===== src/rtl/muldiv_seq.sv =====
// Iterative HI/LO unit: shift-add multiply, optional restoring divide (`define MULDIV_DIV_EN), mthi/mtlo.
// Latency: mult/div result and done WIDTH+2 cycles after the start edge, div-by-zero after 1, mthi/mtlo at the start edge.
// Backpressure: none; start is honoured only in IDLE and dropped while busy or in FIX.
module muldiv_seq #(
  parameter int WIDTH = 32
) (
  input  logic             clk,
  input  logic             reset,
  input  logic             start,
  input  logic [1:0]       op,
  input  logic [1:0]       sign,
  input  logic [WIDTH-1:0] A,
  input  logic [WIDTH-1:0] B,
  output logic [WIDTH-1:0] HI,
  output logic [WIDTH-1:0] LO,
  output logic             busy,
  output logic             done
);

  localparam int CW = $clog2(WIDTH + 1);
  localparam logic [1:0] OP_MULT = 2'b00;
  localparam logic [1:0] OP_DIV  = 2'b01;
  localparam logic [1:0] OP_MTHI = 2'b10;

  typedef enum logic [1:0] {
    IDLE = 2'd0,
    MUL  = 2'd1,
`ifdef MULDIV_DIV_EN
    DIV  = 2'd2,
`endif
    FIX  = 2'd3
  } state_t;

  state_t             state;
  logic [CW-1:0]      stepCnt;
  logic [2*WIDTH-1:0] acc;    // mult: {partial product, multiplier}; div: {remainder, dividend->quotient}
  logic [WIDTH-1:0]   opB;    // multiplicand or divisor magnitude
  logic               negLo;  // product / quotient must be negated

  logic               sgn;
  logic               unusedSign;
  logic [WIDTH-1:0]   magA;
  logic [WIDTH-1:0]   magB;
  logic               stepDone;
  logic [WIDTH:0]     mulSum;
  logic [2*WIDTH-1:0] mulNext;
  logic [2*WIDTH-1:0] mulFix;

  assign sgn        = sign[1];
  assign unusedSign = sign[0];
  assign magA       = (sgn && A[WIDTH-1]) ? -A : A;
  assign magB       = (sgn && B[WIDTH-1]) ? -B : B;
  // One extra cycle after the last step lets FIX load the sign-corrected result.
  assign stepDone   = (stepCnt == CW'(WIDTH));
  assign mulSum     = {1'b0, acc[2*WIDTH-1:WIDTH]} + (acc[0] ? {1'b0, opB} : '0);
  assign mulNext    = {mulSum, acc[WIDTH-1:1]};
  assign mulFix     = negLo ? -acc : acc;

`ifdef MULDIV_DIV_EN
  logic               negHi;  // remainder takes the dividend's sign
  logic [WIDTH:0]     divTrial;
  logic [2*WIDTH-1:0] divNext;
  logic [WIDTH-1:0]   quoFix;
  logic [WIDTH-1:0]   remFix;

  assign divTrial = {acc[2*WIDTH-1:WIDTH], acc[WIDTH-1]} - {1'b0, opB};
  assign divNext  = divTrial[WIDTH] ? {acc[2*WIDTH-2:0], 1'b0}
                                    : {divTrial[WIDTH-1:0], acc[WIDTH-2:0], 1'b1};
  assign quoFix   = negLo ? -acc[WIDTH-1:0] : acc[WIDTH-1:0];
  assign remFix   = negHi ? -acc[2*WIDTH-1:WIDTH] : acc[2*WIDTH-1:WIDTH];
`endif

  always_ff @(posedge clk or posedge reset) begin
    if (reset) begin
      state   <= IDLE;
      stepCnt <= '0;
      acc     <= '0;
      opB     <= '0;
      negLo   <= 1'b0;
`ifdef MULDIV_DIV_EN
      negHi   <= 1'b0;
`endif
      HI      <= '0;
      LO      <= '0;
      busy    <= 1'b0;
      done    <= 1'b0;
    end else begin
      done <= 1'b0;
      case (state)
        IDLE: begin
          if (start) begin
            stepCnt <= '0;
            case (op)
              OP_MULT: begin
                acc   <= {{WIDTH{1'b0}}, magB};
                opB   <= magA;
                negLo <= sgn && (A[WIDTH-1] ^ B[WIDTH-1]);
                busy  <= 1'b1;
                state <= MUL;
              end
              OP_DIV: begin
`ifdef MULDIV_DIV_EN
                if (B == '0) begin
                  HI    <= A;
                  LO    <= '1;
                  done  <= 1'b1;
                  state <= FIX;
                end else begin
                  acc   <= {{WIDTH{1'b0}}, magA};
                  opB   <= magB;
                  negLo <= sgn && (A[WIDTH-1] ^ B[WIDTH-1]);
                  negHi <= sgn && A[WIDTH-1];
                  busy  <= 1'b1;
                  state <= DIV;
                end
`endif
              end
              OP_MTHI: HI <= A;
              default: LO <= A;
            endcase
          end
        end
        MUL: begin
          if (stepDone) begin
            {HI, LO} <= mulFix;
            done     <= 1'b1;
            busy     <= 1'b0;
            state    <= FIX;
          end else begin
            acc     <= mulNext;
            stepCnt <= stepCnt + CW'(1);
          end
        end
`ifdef MULDIV_DIV_EN
        DIV: begin
          if (stepDone) begin
            HI    <= remFix;
            LO    <= quoFix;
            done  <= 1'b1;
            busy  <= 1'b0;
            state <= FIX;
          end else begin
            acc     <= divNext;
            stepCnt <= stepCnt + CW'(1);
          end
        end
`endif
        FIX:     state <= IDLE;
        default: state <= IDLE;
      endcase
    end
  end

endmodule


===== config.mk =====
export PLATFORM = sky130hd
export DESIGN_NAME = muldiv_seq
export DESIGN_NICKNAME = d
export VERILOG_FILES = /design/src/rtl/muldiv_seq.sv
export SDC_FILE = /design/constraint.sdc
export NUM_CORES = 1
export LEC_CHECK = 0
export ABC_AREA = 1
export CAP_MARGIN = 20
export CORE_MARGIN = 1.5
export CORE_UTILIZATION = 35
export CTS_CLUSTER_SIZE = 8
export DETAILED_ROUTE_END_ITERATION = 10
export PLACE_DENSITY = 0.55
export SLEW_MARGIN = 10
export SYNTH_ARGS = -nofsm -noshare
export SYNTH_HDL_FRONTEND = slang
export SYNTH_SLANG_ARGS = --single-unit

===== constraint.sdc =====
create_clock -name clk -period 10.8 [get_ports clk]
set_input_delay 2.16 -clock clk [delete_from_list [all_inputs] [get_ports clk]]
set_output_delay 2.16 -clock clk [all_outputs]
set_load 0.02 [all_outputs]

# Word-level counts from Yosys, hierarchy flattened
# Index checks and enable logic that the tools add are counted.
classes:
  n_addsub: 5
  n_eq_ne: 10
  n_mux: 29
  n_bitwise: 1
  reduce_logical: 14
op_table:
  columns: ["cell", "count"]
  rows:
  - ["two-way mux 32 bit", 9]
  - ["two-way mux 64 bit", 4]
  - ["one-hot mux 32 bit (2 select lines)", 2]
  - ["one-hot mux 64 bit (2 select lines)", 1]
  - ["negation 32 bit", 2]
  - ["negation 64 bit", 1]
  - ["adder 32 x 32 -> 33 bit", 1]
  - ["AND reduction 4 bit", 4]
  - ["two-way mux 6 bit", 2]
  - ["one-hot mux 6 bit (2 select lines)", 1]
  - ["AND reduction 3 bit", 3]
  - ["inequality test 2 bit (second input constant)", 4]
  - ["adder 6 x 1 -> 6 bit (second input constant)", 1]
  - ["equality test 6 bit (second input constant)", 1]
  - ["two-way mux 2 bit", 3]
  - ["two-way mux 1 bit", 5]
  - ["equality test 2 x 1 -> 1 bit (second input constant)", 2]
  - ["logical NOT 2 bit", 2]
  - ["inequality test 2 x 1 -> 1 bit (second input constant)", 2]
  - ["one-hot mux 2 bit (2 select lines)", 1]
  - ["logical AND 1 bit", 3]
  - ["OR reduction 3 bit", 1]
  - ["equality test 2 bit (second input constant)", 1]
  - ["one-hot mux 1 bit (2 select lines)", 1]
  - ["2 further kinds", 2]
totals:
  register_bits: 171
  inputBits: 71
  output_inout_bits: 66

# Depth between registers and ports, before layout
# Gate-level depths: netlist of the first run.
depth:
  ltp_word: 5
  depth_mapped: 19

# Worst setup path before layout of the first run
# Ideal clock, no wire load.
synth_path:
  path_kind: "input to register"
  startpoint: "input port B[1]"
  endpoint: "register acc[18]"
  setup_ns: 0.117
  arrival_ns: 3.430
  path_slack_ns: 7.253
  cell_stages: 10
  n_path_buf: 0
  path_cell_list: "inv_1 ha_1 nand3_1 nor2_2 nand3b_1 o21ai_1 xor2_1 nand2_1 nand2_1 nand2_1"
synth_via:
  elab_chain_cells: 5
synth_lines:
  columns: ["item", "line_no", "source"]
  rows:
  - ["start, declared", "13", "input logic [WIDTH-1:0] B,"]
  - ["negation 32 bit", "52", "assign magB = (sgn && B[WIDTH-1]) ? -B : B;"]
  - ["two-way mux 32 bit", "52", null]
  - ["two-way mux 64 bit", "93", "case (op)"]
  - ["two-way mux 64 bit", "91", "if (start) begin"]
  - ["one-hot mux 64 bit (2 select lines)", "89", "case (state)"]
  - ["end signal, assigned", "95", "acc <= {{WIDTH{1'b0}}, magB};"]
  - ["end signal, assigned", "130", "acc <= mulNext;"]
  - ["end, declared", "36", "logic [2*WIDTH-1:0] acc;"]
# No other way between the ends. The select of a mux whose other input is x is not followed.
# A chain may end at the register's enable or synchronous reset.

# Final worst setup path of the first run
layout_path:
  startpoint: "input port op[0]"
  endpoint: "register LO[26]"
layout_via:
  elab_chain_cells: 4
layout_lines:
  columns: ["item", "line_no", "source"]
  rows:
  - ["start, declared", "10", "input logic [1:0] op,"]
  - ["equality test 2 bit (tied with other cells)", "93", null]
  - ["OR reduction 3 bit (no line) *", null, null]
  - ["inequality test 2 bit (no line) *", null, null]
  - ["AND reduction 4 bit (no line) *", null, null]
  - ["end signal, assigned", "125", "{HI, LO} <= mulFix;"]
  - ["end, declared", "15", "output logic [WIDTH-1:0] LO,"]
# Every way passes the cells marked *; elsewhere a longest branch is shown, timed or not.

==> flow_metrics.py, run 1 <==
metrics = {
    "timing": {
        "post-route-min-period_ps": 4770,
        "slew_headroom": 0.284,
        "grt_setup_unrepaired": "false",
        "period_share": 0.442,
        "slew_viol_final": 0,
        "finClkSkew_ps": 8.72,
        "setup-violations-final": 0,
        "fin_ws_ps": 6030,
        "finalHoldViolCount": 0,
        "final.setup.tns_ps": 0,
        "whs_ps": 472,
        "worst_slew_pin_slew_ps": 1070,
        "fmax_mhz": 210,
    },
    "place": {
        "place_ws_ps": 5580,
        "dpl.cell_count": 2740,
        "post-dp-hpwl_um": 39000,
        "place_congestion": 0.926,
        "port_buffers": 135,
        "dpl_cell_area_mm2": 0.0152,
    },
    "pwr": {
        "seq_power_share": 0.269,
        "cellPowerDensity_mw_per_mm2": 309,
        "clkPwrFrac": 0.132,
        "p_leak_uw": 0.00808,
        "pwr-share-comb": 0.600,
        "switching_share": 0.525,
        "p_int_uw": 2320,
        "power.switching_uw": 2560,
        "ir_drop_mv": 0.118,
    },
    "clock_tree": {
        "tritoncts": "built",
        "cts_htree_levels": 4,
        "postCtsSetupRepairBufs": 0,
        "clk_pin_slew_worst_paths_ps": 70,
        "postCtsHoldBufs": 0,
        "cts_resized": 0,
        "cts_root_buffer": "clkbuf_16",
        "worstSkewPairLatency_ps": 460,
        "cts_buffers": 17,
        "ctsLongestPathBuffers": 2,
        "cts.sinks": 171,
    },
    "floorplanning": {
        "dieArea_mm2": 0.0395,
        "ios": 137,
        "die_y_um": 199,
        "num_rows": 71,
        "core_mm2": 0.0377,
        "start_util": 0.356,
        "fp.dieW_um": 199,
    },
    "global_routing": {
        "grt_first_pass_wirelength_um": 76400,
        "grt.busiest_layer": "met2",
        "grt.met2_usage": 0.425,
        "grt_overflow": 0,
        "grt_max_degree": 91,
        "antenna_found_initial": 0,
        "grt_util_met3": 0.0324,
        "grt_pass1_vias": 13500,
        "grt_usage": 0.256,
        "use_met1": 0.341,
    },
    "outcome": {
        "status": "finished, final reports clean",
    },
    "routing": {
        "wl_um": 50000,
        "detailroute.via_count": 14300,
        "wl_per_cell_um": 18.1,
        "drt_iter0_markers": 1256,
        "drc": 0,
        "drt-vias-per-instance": 5.16,
        "drtAntennaViolNets": 0,
        "drt-pass1-iter-count": 6,
    },
    "critical_path": {
        "crit_path_max_fanout": 43,
        "worstSetupStartpointType": "input port",
        "path_class": "in -> reg",
        "critical-path-max-stage-delay_ps": 950,
        "crit-reg2reg-launch": "stepCnt[0]",
        "regToRegSetupSlack_ps": 6840,
        "r2r_cells": 9,
        "path_cells": "clkdlybuf4s50_1, nand2_1, a21oi_1, nand3_1, inv_2, o21ai_0, o22ai_1, inv_1",
        "rr_endpoint": "LO[26]",
        "worstPathRequired_ps": 11140,
        "arrival_ps": 5110,
        "cp_num_buf_inv": 3,
        "cp-end-kind": "flip-flop",
        "cp_top_family": "buffers and inverters",
        "slowest_stage": "inv_2",
    },
    "final_layout": {
        "antenna_cells": 0,
        "fin_cells": 2772,
        "drive_above_1_share": 0.0349,
        "postLayoutCellArea_mm2": 0.0158,
        "area_growth_pct": 17.7,
        "fin_nets": 2357,
    },
    "synthesis": {
        "synthCells": 2152,
        "synth-seq-cells": 171,
        "yosysWarnings": 0,
        "synth_nets": 2261,
        "synthDistinctLibCells": 44,
        "netlist_area_mm2": 0.0134,
        "syn_avg_cell_area_um2": 6.24,
        "seq_area_frac_synth": 0.319,
    },
    "hold_path": {
        "min_to": "stepCnt[5]",
        "min_from": "stepCnt[5]",
        "hp-class": "reg -> reg",
        "min_path_cells": 1,
    },
    "run": {
        "maxCapViolations": 0,
    },
}
[per-layer routing]
metal	routed length [um]	vias to the layer above
met2	23600	419
li1	-	7143
met4	1420	0
met3	2450	67
met1	22600	6685
met5	0	-
[flip-flops by register name (all words and copies together) (netlist names)]
register,count
HI,32
done,1
LO,32
stepCnt,6
state,2
opB,32
negLo,1
acc,64
busy,1
[cells in the final DEF (no fill, tap or decap), types with 29 or more instances in the layout]
master           instances
nand3_1                207
nand2_1                624
ha_1                    37
nor2_1                 267
a21oi_1                104
nand4_1                 29
dfrtp_1                170
o21ai_0                134
xor2_1                  30
inv_1                  296
clkdlybuf4s50_1        135
[power by group through the flow]
stage / Clock, uW / Sequential (uW) / Combinational, uW
final: 643 / 1310 / 2930
after global routing: 680 / 1350 / 3270
after CTS: 657 / 1310 / 2930
after detailed placement: 0 / 1320 / 2910
after global placement: 0 / 1310 / 2890
after floorplan: 0 / 1320 / 1860
[cells by family after synthesis]
group / after synthesis / share of synthesized area
fa+ha+maj: 38 / 0.0360
flops: 171 / 0.319
xor+xnor: 32 / 0.0209
simple gates: 1172 / 0.361
compound gates: 363 / 0.155
buf+inv: 376 / 0.108
[through the flow]
stage	total power, uW	utilization
2_1_floorplan	3180	-
3_3_place_gp	4200	0.404
3_5_place_dp	4230	0.404
4_1_cts	4890	0.419
5_1_grt	5300	0.419
6_report	4890	0.419
[cell type report]
class / count / area (um^2)
Inverter: 306 / 1150
Sequential cell: 171 / 4280
Timing Repair Buffer: 147 / 1440
Clock inverter: 15 / 168
Clock buffer: 17 / 425
Multi-Input combinational cell: 1605 / 7690
Tap cell: 511 / 639
Fill cell: 4118 / 21900
[how the worst max path moves through the flow]
| stage | start | endpoint | slack [ps] | cells past startpoint |
|---|---|---|---|---|
| floorplan | reset | HI[0] | 4010 | 1 |
| global placement | op[0] | LO[27] | 5570 | 8 |
| detailed placement | op[0] | LO[26] | 5580 | 8 |
| CTS | op[0] | LO[27] | 5980 | 8 |
| global route | op[0] | LO[27] | 5790 | 8 |
| finish | op[0] | LO[26] | 6030 | 8 |
[Yosys cell counts (all sizes together)]
| cell type | number | share of area |
|---|---|---|
| o22ai | 18 | 0.0084 |
| dfrtp | 171 | 0.32 |
| fa | 1 | 0.0015 |
| nand4 | 29 | 0.014 |
| nand2 | 630 | 0.18 |
| and2 | 3 | 0.0014 |
| nor2 | 274 | 0.079 |
| nor4 | 1 | 0.00047 |
| a2bb2oi | 5 | 0.0033 |
| xor2 | 30 | 0.020 |
| a21oi | 105 | 0.040 |
| o22a | 1 | 0.00065 |
| and3 | 1 | 0.00047 |
| o21bai | 2 | 0.0011 |
| or2 | 8 | 0.0037 |
| ha | 37 | 0.034 |
| buf | 35 | 0.013 |
| a22oi | 9 | 0.0050 |
| nor3 | 15 | 0.0060 |
| o31ai | 8 | 0.0045 |
| nand3b | 4 | 0.0022 |
| nand3 | 207 | 0.077 |
| o21ai | 155 | 0.059 |
| clkinv | 1 | 0.00028 |
| clkbuf | 35 | 0.0098 |
| inv | 305 | 0.085 |
| o21a | 2 | 0.0011 |
| a211oi | 1 | 0.00056 |
| xnor2 | 2 | 0.0013 |
| a21boi | 19 | 0.011 |
| a31oi | 15 | 0.0070 |
| o211ai | 16 | 0.0089 |
| o221ai | 7 | 0.0046 |
No activity file was read; power rests on OpenSTA's default activity.
==> run 2, diff against run 1 <==
==> constraint.sdc (replaced) <==
create_clock -name clk -period 4.6 [get_ports clk]
set_input_delay 0.92 -clock clk [delete_from_list [all_inputs] [get_ports clk]]
set_output_delay 0.92 -clock clk [all_outputs]
set_load 0.02 [all_outputs]
==> flow_metrics.py, run 2 (same netlist as run 1, synthesis figures left out) <==
metrics = {
    "outcome": {
        "status": "finished, final reports clean",
    },
    "routing": {
        "wl_per_cell_um": 18.2,
        "detailroute.via_count": 14400,
        "drt_iter0_markers": 1199,
        "drc": 0,
        "wl_um": 50500,
        "drt-vias-per-instance": 5.17,
        "drt-pass1-iter-count": 6,
        "drtAntennaViolNets": 0,
    },
    "clock_tree": {
        "postCtsSetupRepairBufs": 0,
        "cts_resized": 0,
        "postCtsHoldBufs": 0,
        "tritoncts": "built",
        "cts_root_buffer": "clkbuf_16",
        "cts.sinks": 171,
        "cts_buffers": 17,
        "cts_htree_levels": 4,
        "worstSkewPairLatency_ps": 460,
        "ctsLongestPathBuffers": 2,
        "clk_pin_slew_worst_paths_ps": 80,
    },
    "final_layout": {
        "final_cell_mix": "nand2_1 (624), inv_1 (296), nor2_1 (267)",
        "drive_above_1_share": 0.0383,
        "antenna_cells": 0,
        "regMostFlops": "acc",
        "area_growth_pct": 18.3,
        "layout_commonest_cell": "nand2_1",
        "fin_nets": 2365,
        "fin_cells": 2780,
        "final_core_util": 0.422,
        "largest_register_ffs": 64,
    },
    "floorplanning": {
        "num_rows": 71,
        "die_y_um": 199,
        "dieArea_mm2": 0.0395,
        "ios": 137,
        "start_util": 0.356,
        "fp.dieW_um": 199,
        "core_mm2": 0.0377,
    },
    "pwr": {
        "cellPowerDensity_mw_per_mm2": 725,
        "total_power_uw": 11500,
        "p_leak_uw": 0.00812,
        "ir_drop_mv": 0.260,
    },
    "critical_path": {
        "path_cells": "inv_1, ha_1, nand2_1, o21ai_4, nand3_1, buf_4, inv_2, o21ai_0, o22ai_1, inv_1",
        "cp_num_buf_inv": 4,
        "crit_path_frequent_cell": "inv_1",
        "arrival_ps": 3470,
        "path_class": "reg -> reg",
        "critical-path-max-stage-delay_ps": 630,
        "regToRegSetupSlack_ps": 1470,
        "worstSetupStartpointType": "flip-flop",
        "worstPathRequired_ps": 4940,
        "crit_path_max_fanout": 43,
        "slowest_stage": "o21ai_4",
        "cp_top_family": "compound AO/OA/AOI/OAI gates",
        "cp-end-kind": "flip-flop",
    },
    "timing": {
        "finClkSkew_ps": 12.7,
        "slew_viol_final": 0,
        "period_share": 0.680,
        "fmax_mhz": 320,
        "grt_setup_unrepaired": "false",
        "finalHoldViolCount": 0,
        "slew_headroom": 0.345,
        "post-route-min-period_ps": 3130,
        "worst_slew_pin_slew_ps": 981,
        "fin_ws_ps": 1470,
        "setup-violations-final": 0,
        "final.setup.tns_ps": 0,
    },
    "place": {
        "dpl.cell_count": 2748,
        "port_buffers": 135,
        "place_ws_ps": 1310,
        "post-dp-hpwl_um": 40000,
        "place_congestion": 0.952,
    },
    "run": {
        "maxCapViolations": 0,
    },
    "global_routing": {
        "grt_first_pass_wirelength_um": 77300,
        "grt_overflow": 0,
        "grt_max_degree": 79,
        "grt_pass1_vias": 13500,
        "grt_usage": 0.259,
        "antenna_found_initial": 0,
    },
    "hold_path": {
        "hp-class": "reg -> reg",
    },
}
run 2: cell types whose count changed in the layout (fill, tap and decap cells not counted), sizes merged:
cell      change
buf           +8
bufinv        +1
clkbuf        +2
clkinv        -2
clkinvlp      +3
inv           -4
run 2: worst paths after layout:
| path | depth (start not counted) | start | to |
|---|---|---|---|
| hold / removal | 1 | stepCnt[5] | stepCnt[5] |
| min in group asynchronous | 2 | reset | acc[37] |
| setup reg to reg | 10 | stepCnt[0] | LO[24] |
| hold reg to reg | 1 | stepCnt[5] | stepCnt[5] |
| setup / recovery | 10 | stepCnt[0] | LO[24] |
| max in group asynchronous | 3 | reset | acc[55] |
run 2: power by group:
group | internal, uW | switching [uW] | total, uW
combinational | 2410 | 4430 | 6840
clock | 843 | 698 | 1540
sequential | 2270 | 865 | 3140
run 2: metrics by stage:
stage          hold slack [ps]  instance area, um^2
2_1_floorplan              434                13400
3_3_place_gp               447                15300
3_5_place_dp               464                15300
4_1_cts                    476                15900
5_1_grt                    495                15900
6_report                   476                15900
run 2: final cells by class:
cell class                 instances  area [um^2]
clock inverter                    13          155
inverter                         306         1150
clock buffer                      19          453
multi-input combinational       1605         7690
timing repair buffer             155         1510
tap                              511          639
sequential                       171         4280
fill                            4176        21800
run 2: routing by layer:
layer,wire length [um],track usage,share of wire
met3,2620,0.0297,0.052
met5,0,0,0
met4,1340,0.0861,0.026
met1,22900,0.350,0.45
met2,23700,0.430,0.47
==> run 3, diff against run 2 <==
==> constraint.sdc (replaced) <==
create_clock -name clk -period 3 [get_ports clk]
set_input_delay 0.6 -clock clk [delete_from_list [all_inputs] [get_ports clk]]
set_output_delay 0.6 -clock clk [all_outputs]
set_load 0.02 [all_outputs]
==> flow_metrics.py, run 3 (same netlist as run 1, synthesis figures left out) <==
metrics = {
    "outcome": {
        "status": "finished, final reports clean",
    },
    "place": {
        "place_ws_ps": 203,
        "dpl_cell_area_mm2": 0.0155,
        "dpl.cell_count": 2761,
        "post-dp-hpwl_um": 39600,
        "place_congestion": 0.939,
        "port_buffers": 135,
    },
    "timing": {
        "fin_ws_ps": 389,
        "fmax_mhz": 383,
        "finalHoldViolCount": 0,
        "grt_setup_unrepaired": "false",
        "worst_slew_pin_slew_ps": 695,
        "period_share": 0.870,
        "slew_headroom": 0.534,
        "slew_viol_final": 0,
        "finClkSkew_ps": 13.5,
        "final.setup.tns_ps": 0,
        "post-route-min-period_ps": 2610,
        "setup-violations-final": 0,
    },
    "global_routing": {
        "grt_overflow": 0,
        "grt_first_pass_wirelength_um": 76100,
        "antenna_found_initial": 0,
        "grt_pass1_vias": 13400,
        "grt_max_degree": 139,
        "grt_usage": 0.254,
    },
    "final_layout": {
        "final_cell_mix": "nand2_1 (624), inv_1 (296), nor2_1 (267)",
        "postLayoutCellArea_mm2": 0.0160,
        "final_core_util": 0.426,
        "regMostFlops": "acc",
        "area_growth_pct": 19.5,
        "largest_register_ffs": 64,
        "antenna_cells": 0,
        "fillCellCount": 4116,
        "drive_above_1_share": 0.0425,
        "fin_nets": 2378,
        "fin_cells": 2792,
        "layout_commonest_cell": "nand2_1",
    },
    "pwr": {
        "p_int_uw": 8510,
        "seq_power_share": 0.269,
        "clkPwrFrac": 0.124,
        "power.switching_uw": 9170,
        "pwr-share-comb": 0.606,
        "switching_share": 0.519,
        "p_leak_uw": 0.00821,
        "cellPowerDensity_mw_per_mm2": 1100,
        "ir_drop_mv": 0.503,
    },
    "critical_path": {
        "regToRegSetupSlack_ps": 390,
        "path_class": "reg -> reg",
        "rr_endpoint": "acc[46]",
        "cp-end-kind": "flip-flop",
        "worstPathRequired_ps": 3330,
        "crit-reg2reg-launch": "acc[0]",
        "crit_path_max_fanout": 19,
        "r2r_cells": 11,
        "arrival_ps": 2940,
        "worstSetupStartpointType": "flip-flop",
    },
    "clock_tree": {
        "tritoncts": "built",
        "cts_root_buffer": "clkbuf_16",
        "ctsLongestPathBuffers": 2,
        "postCtsSetupRepairBufs": 0,
        "cts_resized": 0,
        "worstSkewPairLatency_ps": 450,
        "cts.sinks": 171,
        "cts_htree_levels": 4,
        "postCtsHoldBufs": 0,
        "clk_pin_slew_worst_paths_ps": 70,
        "cts_buffers": 17,
    },
    "routing": {
        "drtAntennaViolNets": 0,
        "drt-vias-per-instance": 5.13,
        "wl_per_cell_um": 18.0,
        "drt_iter0_markers": 1136,
        "detailroute.via_count": 14300,
        "wl_um": 50100,
        "drc": 0,
        "drt-pass1-iter-count": 5,
    },
    "floorplanning": {
        "dieArea_mm2": 0.0395,
        "die_y_um": 199,
        "ios": 137,
        "core_mm2": 0.0377,
        "start_util": 0.356,
        "num_rows": 71,
        "fp.dieW_um": 199,
    },
    "hold_path": {
        "min_from": "stepCnt[5]",
        "hp-class": "reg -> reg",
        "min_path_cells": 1,
        "min_to": "stepCnt[5]",
    },
    "run": {
        "maxCapViolations": 0,
    },
}
run 3: changes by cell type in the layout (fill, tap and decap cells not counted):
cell / before / now
buf_12: 1 / 9
clkbuf_1: 0 / 2
clkbuf_8: 2 / 3
inv_8: 1 / 0
inv_6: 5 / 2
buf_4: 19 / 24
bufinv_16: 2 / 1
clkinv_2: 0 / 2
clkinvlp_4: 4 / 3
run 3: critical path: stages, from the launching register on:
cell	delay, ps
dfrtp_1	410
buf_4	200
buf_4	210
nand2_1	90
inv_1	40
ha_1	330
a21oi_1	270
o21ai_0	210
a21oi_1	160
nand2_1	210
o21ai_0	250
o21ai_0	110
run 3: how the worst max path moves through the flow:
stage	slack, ps	cells after the start	start	to
after floorplan	220	1	reset	HI[0]
after global placement	220	7	sign[1]	opB[26]
after detailed placement	200	7	sign[1]	opB[26]
after CTS	410	11	acc[0]	acc[46]
after global routing	150	16	acc[0]	acc[62]
final	390	11	acc[0]	acc[46]
run 3: stage by stage:
step | hold slack (ps) | total power, uW
after floorplan | 434 | 11400
after global placement | 449 | 15300
after detailed placement | 461 | 15400
after CTS | 473 | 17700
after global routing | 496 | 19200
final | 476 | 17700
run 3: final cells by class:
cell class                      count  area [um^2]  area share
Multi-Input combinational cell   1605         7690       0.479
Sequential cell                   171         4280       0.267
Timing Repair Buffer              168         1710       0.107
Inverter                          306         1150      0.0719
Tap cell                          511          639      0.0399
Clock buffer                       22          474      0.0296
Clock inverter                      9         90.1     0.00562
run 3: power groups by stage:
stage	logic (uW)	registers [uW]	clock network, uW
2_1_floorplan	6690	4760	0
3_3_place_gp	10600	4750	0
3_5_place_dp	10600	4760	0
4_1_cts	10700	4740	2240
5_1_grt	11900	4890	2320
6_report	10700	4760	2200
run 3: routing by layer:
| layer | part of all wire | wire (um) | track usage |
|---|---|---|---|
| met3 | 0.048 | 2400 | 0.0292 |
| met5 | 0 | 0 | 0 |
| met2 | 0.47 | 23800 | 0.428 |
| met1 | 0.46 | 23000 | 0.347 |
| met4 | 0.019 | 962 | 0.0634 |
